===== src/rtl/rst_addr_codec_pkg.sv =====
// Shared sizes and types for the Register Status Table address codec.
package rst_pkg;

  localparam int RST_ENTRIES = 32;
  localparam int RST_ADDR_W  = 5;

  typedef logic [RST_ADDR_W-1:0]  rst_addr_t;
  typedef logic [RST_ENTRIES-1:0] rst_mask_t;

endpackage


===== src/rtl/rst_addr_codec_prio_enc32.sv =====
// 32->5 priority encoder. Bit 0 has the highest priority.
// valid is high when any request bit is set.
module rst_prio_enc32
  import rst_pkg::*;
(
  input  rst_mask_t req,
  output rst_addr_t idx,
  output logic      valid
);

  // Scan from the top down so that the lowest set bit is the last one written.
  always_comb begin
    idx = '0;
    for (int i = RST_ENTRIES - 1; i >= 0; i--) begin
      if (req[i]) idx = rst_addr_t'(i);
    end
  end

  assign valid = |req;

endmodule


===== src/rtl/rst_addr_codec.sv =====
// RST address codec: a one-hot write-mask decoder and a lowest-first clear encoder.
// The encoder output can optionally be registered.
module rst_addr_codec
  import rst_pkg::*;
#(
  parameter int N_ENTRIES = RST_ENTRIES,
  parameter int ADDR_W    = RST_ADDR_W,
  parameter bit REG_OUT   = 1'b0
) (
  input  logic                 clock,
  input  logic                 reset,
  input  logic [ADDR_W-1:0]    Waddr_rst,
  input  logic                 Wen_rst,
  output logic [N_ENTRIES-1:0] Wen0_rst,
  input  logic [N_ENTRIES-1:0] wen1_rst,
  output logic [ADDR_W-1:0]    Addr,
  output logic                 Clear_en
);

  rst_addr_t enc_idx;
  logic      enc_valid;

  // Decoder is always combinational. Reset does not affect it.
  always_comb begin
    Wen0_rst = '0;
    for (int i = 0; i < N_ENTRIES; i++) begin
      if (Wen_rst && (Waddr_rst == ADDR_W'(i))) Wen0_rst[i] = 1'b1;
    end
  end

  rst_prio_enc32 u_enc (
    .req   (wen1_rst),
    .idx   (enc_idx),
    .valid (enc_valid)
  );

  generate
    if (REG_OUT) begin : g_reg
      always_ff @(posedge clock or posedge reset) begin
        if (reset) begin
          Addr     <= '0;
          Clear_en <= 1'b0;
        end else begin
          Addr     <= enc_idx;
          Clear_en <= enc_valid;
        end
      end
    end else begin : g_comb
      logic unused_clk_rst;
      assign unused_clk_rst = clock ^ reset;
      assign Addr           = enc_idx;
      assign Clear_en       = enc_valid;
    end
  endgenerate

endmodule


===== config.mk =====
export PLATFORM = sky130hd
export DESIGN_NAME = rst_addr_codec
export DESIGN_NICKNAME = d
export VERILOG_FILES = /design/src/rtl/rst_addr_codec_pkg.sv /design/src/rtl/rst_addr_codec_prio_enc32.sv /design/src/rtl/rst_addr_codec.sv
export SDC_FILE = /design/constraint.sdc
export NUM_CORES = 1
export LEC_CHECK = 0
export ABC_AREA = 1
export BUFFER_PORTS_ARGS = -buffer_cell sky130_fd_sc_hd__buf_2
export CAP_MARGIN = 20
export CORE_MARGIN = 4
export CORE_UTILIZATION = 30
export DETAILED_ROUTE_END_ITERATION = 7
export PLACE_DENSITY = 0.73
export SLEW_MARGIN = 10
export SYNTH_ARGS = -nofsm -noshare
export SYNTH_HDL_FRONTEND = slang
export SYNTH_SLANG_ARGS = --single-unit

===== constraint.sdc =====
create_clock -name vclk -period 5.7
set_clock_uncertainty 0.2 [all_clocks]
set_input_delay 1.14 -clock vclk [all_inputs]
set_output_delay 1.14 -clock vclk [all_outputs]
set_load 0.005 [all_outputs]

; Word-level counts from Yosys, hierarchy flattened
; Index checks and enable logic that the tools add are counted.
[classes]
n_addsub = 0
multipliers = 0
n_div = 0
n_lt_le_gt_ge = 0
eq_ne = 31
shift = 0
mux = 64
n_bitwise = 0
reduce_logical = 34
[op_table]
columns = op, count
row1 = 5-bit 2-to-1 mux, 32
row2 = "5-bit == test, second input constant", 16
row3 = "5-bit by 4-bit == test with 1-bit output, second input constant", 8
row4 = 1-bit logical AND, 32
row5 = 1-bit 2-to-1 mux, 32
row6 = 32-bit OR reduction, 1
row7 = "5-bit by 3-bit == test with 1-bit output, second input constant", 4
row8 = "5-bit by 2-bit == test with 1-bit output, second input constant", 2
row9 = "5-bit by 1-bit == test with 1-bit output, second input constant", 1
row10 = 5-bit zero test, 1
[totals]
reg_bits = 0
latch_bits = 0
ram_bits = 0
romBits = 0
in_bits = 40
output_inout_bits = 38
wordCells = 129
n_memories = 0

; Logic depth before layout (Yosys ltp)
; Gate-level depths: netlist of the first run.
[logic_depth]
word_depth = 32
mapped_depth = 31
depth_no_buf = 31

; Cells and area by module
; Synthesis of the first run repeated with hierarchy kept, for this count alone.
[hier_totals]
cells_unflattened = 174
hier_area_um2 = 737.0
[modules_own_cells]
columns = module, n_inst, cells_each, area_each_um2, seq_area_each_um2
row1 = rst_prio_enc32, 1, 107, 470.5, 0.0
row2 = rst_addr_codec, 1, 67, 266.5, 0.0

; Least setup slack after synthesis of the first run
; No wires, ideal clock.
[synth_path]
kind = in2out
startpoint = input wen1_rst[30]
endpoint = output Addr[0]
t_arrival_ns = 2.503
t_required_ns = 4.360
setup_slack_ns = 1.857
stages = 31
path_buffers = 0
path_cell_list = inv_1 nand2_1 nand2_1 nand2_1 nand2_1 nand2_1 nand2_1 nand2_1 nand2_1 nand2_1 nand2_1 nand2_1 nand2_1 nand2_1 nand2_1 nand2_1 nand2_1 nand2_1 nand2_1 nand2_1 nand2_1 nand2_1 nand2_1 nand2_1 nand2_1 nand2_1 nand2_1 nand2_1 nand2_1 nand2_1 a21oi_2
[synth_between]
elab_chain_cells = 31
[synth_rtl]
columns = element, line_no
row1 = "start, declared", rst_addr_codec.sv:15  ; input logic [N_ENTRIES-1:0] wen1_rst,
row2 = 5-bit 2-to-1 mux (31 in a row), rst_addr_codec_prio_enc32.sv:15  ; if (req[i]) idx = rst_addr_t'(i);
row3 = "end, declared", rst_addr_codec.sv:16  ; output logic [ADDR_W-1:0] Addr,
; Every way passes these cells.

; Final worst setup path of the first run
; Same ends and word-level chain as after synthesis.

==> results of run 1 <==
[final timing paths]
path      end  slack, ns  cells after the start
max   Addr[0]       1.55                     33
min   Addr[0]       2.33                      3
[cells in the mapped netlist]
library cell,number
nor3_1,3
clkbuf_1,2
nand2_1,60
a311oi_1,1
a21oi_2,1
nor2_1,51
a21oi_1,3
inv_1,40
nand3_1,5
inv_2,1
o21ai_0,1
o311ai_0,1
nor4_1,4
[power groups by stage]
stage | sequential [mW] | combinational [mW] | clock (mW)
final | 0 | 0.0495 | 0
after global routing | 0 | 0.0581 | 0
after CTS | 0 | 0.0498 | 0
after detailed placement | 0 | 0.0495 | 0
after global placement | 0 | 0.0493 | 0
after floorplan | 0 | 0.0265 | 0
[metal layers]
metal / up-vias / GRT usage / wire [um]
met5: - / 0 / 0
met2: 39 / 0.243 / 1070
met1: 460 / 0.183 / 969
met4: 0 / 0.0136 / 18
met3: 2 / 0.0116 / 179
li1: 658 / - / -
[layout by cell type (no fill, tap or decap), drive strengths merged]
cell / instances
buf: 76
nor3: 3
a21oi: 4
nor4: 4
o21ai: 1
nand2: 60
nor2: 51
o311ai: 1
nand3: 5
inv: 41
a311oi: 1
[cell type report]
cell class	count	area (um2)
fill	268	1090
inverter	41	154
multi-input combinational	130	528
tap	28	35.0
timing repair buffer	76	380
[worst max-delay path, delay by kind of cell]
kind	cells	cell delay (ns)
simple gates	29	1.31
buf+inv	3	0.26
compound gates	1	0.10
[through the flow]
step            util  hold slack [ns]  power, mW
3_3_place_gp   0.501             2.34     0.0493
4_1_cts        0.501             2.33     0.0498
2_1_floorplan      -             2.10     0.0265
6_report       0.501             2.33     0.0495
5_1_grt        0.501             2.35     0.0581
3_5_place_dp   0.501             2.33     0.0495
[cell families after synthesis]
| kind of cell | Yosys count | synth area share |
|---|---|---|
| and+or+nand+nor | 123 | 0.699 |
| buffers and inverters | 43 | 0.234 |
| AOI/OAI and AO/OA | 7 | 0.0671 |
==> out/metrics.yaml, run 1 <==
status: "finished clean"
vias_per_cell: 4.21
dpl_cell_area_mm2: 0.00110
critPathKind: "input port to output port"
p_per_area_mw_per_mm2: 45.1
crit_path_end_kind: "output port"
leakagePower_nw: 0.771
slew_violations: 0
critPathSlowestCell: "buf_2"
grt_first_pass_wirelength_mm: 3.84
start_util: 0.315
die_h_um: 55.9
drc: 0
maxCapViolCount: 0
ant_nets: 0
slew_headroom: 0.676
path_max_fanout: 2
syn_area_um2: 689
dp_cells: 275
cts_hold_buf: 0
wirelength_mm: 2.24
ir_drop_v: 0.0000204
die_x_um: 55.9
hold_class: "input port to output port"
finalHoldViolCount: 0
worstMarginPinSlew_ns: 0.485
tns_ns: 0
io_buffers: 76
p_int_uw: 21.1
syn_nets: 213
timing.final.crit_share: 0.729
p_sw_frac: 0.574
cpPeakStageDelay_ns: 0.12
synth.distinct_cells: 13
netlist.area_leader.share: 0.327
place_ws_ns: 1.52
max_freq_mhz: 241
grt_pass1_vias: 978
arrival_ns: 2.81
p_clk_frac: 0
p_switching_uw: 28.4
seq_cells: 0
drt_iter0_markers: 23
start_kind: "input port"
vias: 1159
yosys_warnings: 0
grt_overflow: 0
setup_viol: 0
rsz0062_at_grt: "no"
postCtsResizedCells: 0
place_hpwl_mm: 1.98
combPwrFrac: 1.000
num_rows: 17
coreArea_mm2: 0.00219
startpoint: "wen1_rst[30]"
syn2layout_area_growth_pct: 59.2
register_area_um2: 0
seq_power_share: 0
grt_max_degree: 17
gp_congestion: 0.800
netlist_instances: 173
n_antenna_cell: 0
drt-pass1-iter-count: 6
syn_avg_cell_area_um2: 3.99
seq_area_frac_synth: 0
cts_setup_buffers: 0
drive_gt1_frac: 0.316
ios: 78
yosys.area.top_type: "nand2_1"
worstPathRequired_ns: 4.36
layout.nets: 289
setup_ws_ns: 1.55
hold_start: "wen1_rst[0]"
crit_top_cell: "nand2_1"
die-area_mm2: 0.00313
antenna_found_initial: 0
fin_crit_ns: 4.15
final_cell_count_no_fill: 275
synthTopCellsByArea: "nand2_1 (33%), nor2_1 (28%), inv_1 (22%)"
fin_area_mm2: 0.00110
wl_per_cell_um: 8.14
nClkBuffers: 0
track_usage: 0.136
Note: power is estimated with default switching activity, not from simulation.
==> inputs of run 2 (changes only) <==
Settings changed: ABC_AREA 1 to 0, PLACE_DENSITY 0.73 to 0.78.
Clock period 5.7 ns to 4 ns, I/O delays scaled along.
==> run 2 against run 1 <==
  * Core utilization up 5.2 points
  * Worst setup slack lost 0.59 ns
  * Largest power group unchanged
  * Final cell count shrank 22%
  * Critical path type unchanged
==> out/metrics.yaml, run 2 <==
status: "finished clean"
hold_class: "input port to output port"
fin_area_um2: 986  # -10%
max_freq_mhz: 329
ant_nets: 0  # unchanged
maxCapViolCount: 0  # unchanged
drc: 0  # unchanged
p_per_area_mw_per_mm2: 65.6  # +45%
die_h_um: 52.2  # -6.7%
worstSetupEndpoint: "Addr[2]"
fin_crit_ns: 3.04
ios: 78  # unchanged
io_buffers: 76  # unchanged
n_antenna_cell: 0  # unchanged
cts_setup_buffers: 0  # unchanged
slew_headroom: 0.639  # -0.0366
syn2layout_area_growth_pct: 68.4
grt_pass1_vias: 1084  # +11%
place_hpwl_mm: 2.15  # +8.7%
syn_nets: 156  # -27%
coreArea_mm2: 0.00178  # -19%
timing.final.crit_share: 0.761
start_util: 0.328  # +0.0137
gp_congestion: 0.816  # +2.0%
finalHoldViolCount: 0  # unchanged
dpl_cell_area_um2: 986  # -10%
grt_first_pass_wirelength_mm: 4.11  # +7.2%
netlist_instances: 116  # -33%
worstPathRequired_ns: 3.00  # -1.36 ns
register_area_um2: 0  # unchanged
synth.distinct_cells: 26  # +13
die-area_mm2: 0.00272  # -13%
rsz0062_at_grt: "no"
drt-pass1-iter-count: 4  # -2
start_kind: "input port"
track_usage: 0.181  # +0.0446
num_rows: 15  # -2
vias_per_cell: 5.22  # +24%
mostFrequentLayoutCells: "buf_2 (76), nor2_1 (43)"
leakagePower_nw: 0.535  # -31%
cts_hold_buf: 0  # unchanged
wirelength_mm: 2.47  # +10%
wl_per_cell_um: 11.5  # +41%
antenna_found_initial: 0  # unchanged
grt_overflow: 0  # unchanged
startpoint: "wen1_rst[23]"
critPathKind: "input port to output port"
yosys.area.top_type: "nor2_1"
synthTopCellsByArea: "nor2_1 (28%), nor4_1 (7.5%), a21oi_1 (6.0%)"
path_max_fanout: 3  # +1
drive_gt1_frac: 0.418  # +0.102
vias: 1118  # -3.5%
grt_max_degree: 9  # -8
worstMarginPinSlew_ns: 0.537  # +0.0511 ns
synth_most_common_cell: "nor2_1"
arrival_ns: 2.04  # -0.77 ns
final_core_utilization: 0.553  # +0.0521
seq_area_frac_synth: 0  # unchanged
die_x_um: 52.2  # -6.7%
tns_ns: 0  # unchanged
seq_cells: 0  # unchanged
slew_violations: 0  # unchanged
layout.nets: 231  # -20%
final_common_cell: "buf_2"
syn_area_um2: 586  # -15%
synth_common_cells: "nor2_1 (43), a21oi_1 (7), nand2_1 (7), nor3_1 (7), nor4_1 (7)"
yosys_warnings: 0  # unchanged
postCtsResizedCells: 0  # unchanged
drt_iter0_markers: 13  # -43%
setup_viol: 0  # unchanged
ir_drop_v: 0.0000292  # +44%
nClkBuffers: 0  # unchanged
crit_path_end_kind: "output port"
netlist.area_leader.share: 0.276  # -0.0510
syn_avg_cell_area_um2: 5.05  # +27%
run 2: cell type report:
cell class | instances | area [um2]
Timing Repair Buffer | 76 | 380
Fill cell | 182 | 797
Multi-Input combinational cell | 107 | 552
Tap cell | 25 | 31.3
Inverter | 6 | 22.5
run 2: kinds of logic (layout without fill, tap and decap cells):
family / after synthesis / in the layout / share of synthesized area
simple gates: 85 / 85 / 0.688
buf+inv: 9 / 82 / 0.0577
compound gates: 22 / 22 / 0.254
run 2: per-stage QoR:
step,hold slack (ns),worst slack [ns],std cells,power (mW)
floorplan,1.43,1.32,116,0.0255
global placement,1.67,0.974,214,0.0621
detailed placement,1.67,0.957,214,0.0640
CTS,1.67,0.952,214,0.0643
global route,1.71,0.828,214,0.0733
finish,1.68,0.957,214,0.0647
run 2: power by group:
group | internal, mW | switching (mW)
Clock | 0 | 0
Combinational | 0.0279 | 0.0368
Sequential | 0 | 0
Total | 0.0279 | 0.0368
run 2: how the worst min path moves through the flow:
stage,startpoint,to,slack [ns],cells past startpoint
3_3_place_gp,wen1_rst[0],Addr[0],1.67,3
5_1_grt,wen1_rst[0],Addr[0],1.71,3
2_1_floorplan,wen1_rst[0],Addr[0],1.43,1
6_report,wen1_rst[0],Addr[0],1.68,3
3_5_place_dp,wen1_rst[0],Addr[0],1.67,3
4_1_cts,wen1_rst[0],Addr[0],1.67,3
run 2: layer usage:
| layer | track usage | share of wire |
|---|---|---|
| met1 | 0.216 | 0.38 |
| met4 | 0.0170 | 0.0081 |
| met3 | 0.0199 | 0.15 |
| met2 | 0.351 | 0.46 |
| met5 | 0 | 0 |
run 2: critical path, cell delays in order:
cell and delay [ns]:
buf_2 0.11, or4_1 0.58, a21oi_1 0.17, o21ai_1 0.08, nand2_1 0.10, a21boi_2 0.05
buf_2 0.15
==> inputs of run 3 (changes only) <==
Settings changed: ABC_AREA 0 to 1, PLACE_DENSITY 0.78 to 0.73.
Clock period 4 ns to 2.8 ns, I/O delays scaled along.
==> run 3 against run 2 <==
  * The flow now finishes with violations (setup timing)
  * Worst hold slack worse by 0.51 ns
  * Final cell count up 31%
  * Power up 74%
  * Combinational power up 73%
  * Non-clock buffer count up 5
  * Via count up 7.7%
  * First-iteration DRC count up 92%
  * Core utilization down 1.9 points
  * Flip-flop and latch count unchanged
==> out/metrics.yaml, run 3 (synthesis gave the netlist of run 1 again) <==
coreArea_mm2: 0.00219  # +23%
die-area_mm2: 0.00313  # +15%
dp_cells: 279  # +30%
hold_ws_ns: 1.17  # -0.508 ns
ant_nets: 0  # unchanged
slew_violations: 0  # unchanged
crit_buf_inv: 3  # +1
p_per_area_mw_per_mm2: 96.1  # +46%
final_cell_count_no_fill: 280  # +31%
slew_headroom: 0.671  # +0.0324
cp.depth: 33  # +26
p_total_uw: 112  # +74%
wirelength_mm: 2.33  # -5.6%
ir_drop_v: 0.0000464  # +59%
worstSetupEndpoint: "Addr[0]"
nClkBuffers: 0  # unchanged
grt_pass1_vias: 1002  # -7.6%
maxCapViolCount: 0  # unchanged
p_int_uw: 50.9  # +82%
io_buffers: 76  # unchanged
drc: 0  # unchanged
p_clk_frac: 0  # unchanged
critPathKind: "input port to output port"
p_switching_uw: 61.5  # +67%
drive_gt1_frac: 0.345  # -0.0728
crit_path_end_kind: "output port"
die_h_um: 55.9  # +7.2%
grt_overflow: 0  # unchanged
grt_first_pass_wirelength_mm: 3.99  # -3.0%
antenna_found_initial: 0  # unchanged
layout.nets: 294  # +27%
p_sw_frac: 0.547  # -0.0211
n_antenna_cell: 0  # unchanged
violations: "setup timing"
status: "complete, but fails checks"
mostFrequentLayoutCells: "buf_2 (74), nand2_1 (60), nor2_1 (51)"
register_area_um2: 0  # unchanged
critical_path.top_delay_family: "simple AND/OR/NAND/NOR gates"
start_kind: "input port"
hold_class: "input port to output port"
place_hpwl_mm: 2.00  # -7.0%
setup_viol: 1  # +1
path_max_fanout: 2  # -1
fin_crit_ns: 3.00
wl_per_cell_um: 8.31  # -28%
die_x_um: 55.9  # +7.2%
tns_ns: -0.196  # -0.196 ns
final_common_cell: "buf_2"
worstMarginPinSlew_ns: 0.492  # -0.0448 ns
start_util: 0.315  # -0.0137
seq_cells: 0  # unchanged
critPathSlowestCell: "buf_2"
ios: 78  # unchanged
startpoint: "wen1_rst[30]"
syn2layout_area_growth_pct: 69.7
gp_congestion: 0.822  # +0.75%
grt_max_degree: 17  # +8
num_rows: 17  # +2
arrival_ns: 2.24  # +0.20 ns
combPwrFrac: 1.000  # about the same
leakagePower_nw: 0.801  # +50%
setup_ws_ns: -0.196  # -1.15 ns
crit_top_cell: "nand2_1"
max_freq_mhz: 334
finalHoldViolCount: 0  # unchanged
vias_per_cell: 4.30  # -18%
cpPeakStageDelay_ns: 0.12  # -0.46 ns
worstPathRequired_ns: 2.04  # -0.96 ns
rsz0062_at_grt: "yes"
drt_iter0_markers: 25  # +12
vias: 1204  # +7.7%
timing.final.crit_share: 1.07
seq_power_share: 0  # unchanged
drt-pass1-iter-count: 7  # +3
track_usage: 0.143  # -0.0379
run 3: changes by cell type in the layout (fill, tap and decap cells not counted), sizes merged, moves of 4 or more:
cell and change:
o31ai -4, nand2 +53, nor3 -4, nor2b -4, or4 -4, inv +35, buf +5, nor2 +8
run 3: cell type report:
| cell class | instances | area [um2] |
|---|---|---|
| inverters | 41 | 156 |
| fillers | 261 | 1020 |
| repair buffers | 81 | 438 |
| multi-input cells | 130 | 541 |
| well taps | 28 | 35.0 |
run 3: power groups by stage:
stage / Clock [mW] / Sequential, mW / Combinational [mW]
floorplan: 0 / 0 / 0.0539
global placement: 0 / 0 / 0.104
detailed placement: 0 / 0 / 0.105
CTS: 0 / 0 / 0.107
global route: 0 / 0 / 0.131
finish: 0 / 0 / 0.112
run 3: worst min-delay path by stage:
stage	startpoint	endpoint	slack [ns]	cells after the start
after floorplan	wen1_rst[0]	Addr[0]	0.94	1
after global placement	wen1_rst[0]	Addr[0]	1.18	3
after detailed placement	wen1_rst[0]	Addr[0]	1.17	3
after CTS	wen1_rst[0]	Addr[0]	1.18	3
after global routing	wen1_rst[0]	Addr[0]	1.19	3
final	wen1_rst[0]	Addr[0]	1.17	3
run 3: per-layer routing:
metal | GRT usage | wire, um | up-vias
li1 | - | - | 665
met1 | 0.196 | 989 | 500
met2 | 0.252 | 1160 | 37
met3 | 0.0116 | 161 | 2
met4 | 0.0102 | 21 | 0
met5 | 0 | 0 | -
run 3: through the flow:
stage               instance area [um2]   util  setup WS (ns)
finish                             1170  0.534         -0.196
global route                       1170  0.534         -0.517
CTS                                1130  0.517         -0.222
detailed placement                 1130  0.515         -0.243
global placement                   1130  0.515         -0.221
floorplan                           689      -          0.117
run 3: what timing repair did:
| action | 4_1_cts | 5_1_grt |
|---|---|---|
| endpoints found under the setup margin | 2 | 3 |
| hold buffers | 0 | 0 |
| gates cloned | 0 | 0 |
| pin swaps | 0 | 6 |
| resized for setup | 2 | 8 |
| setup buffers | 0 | 1 |
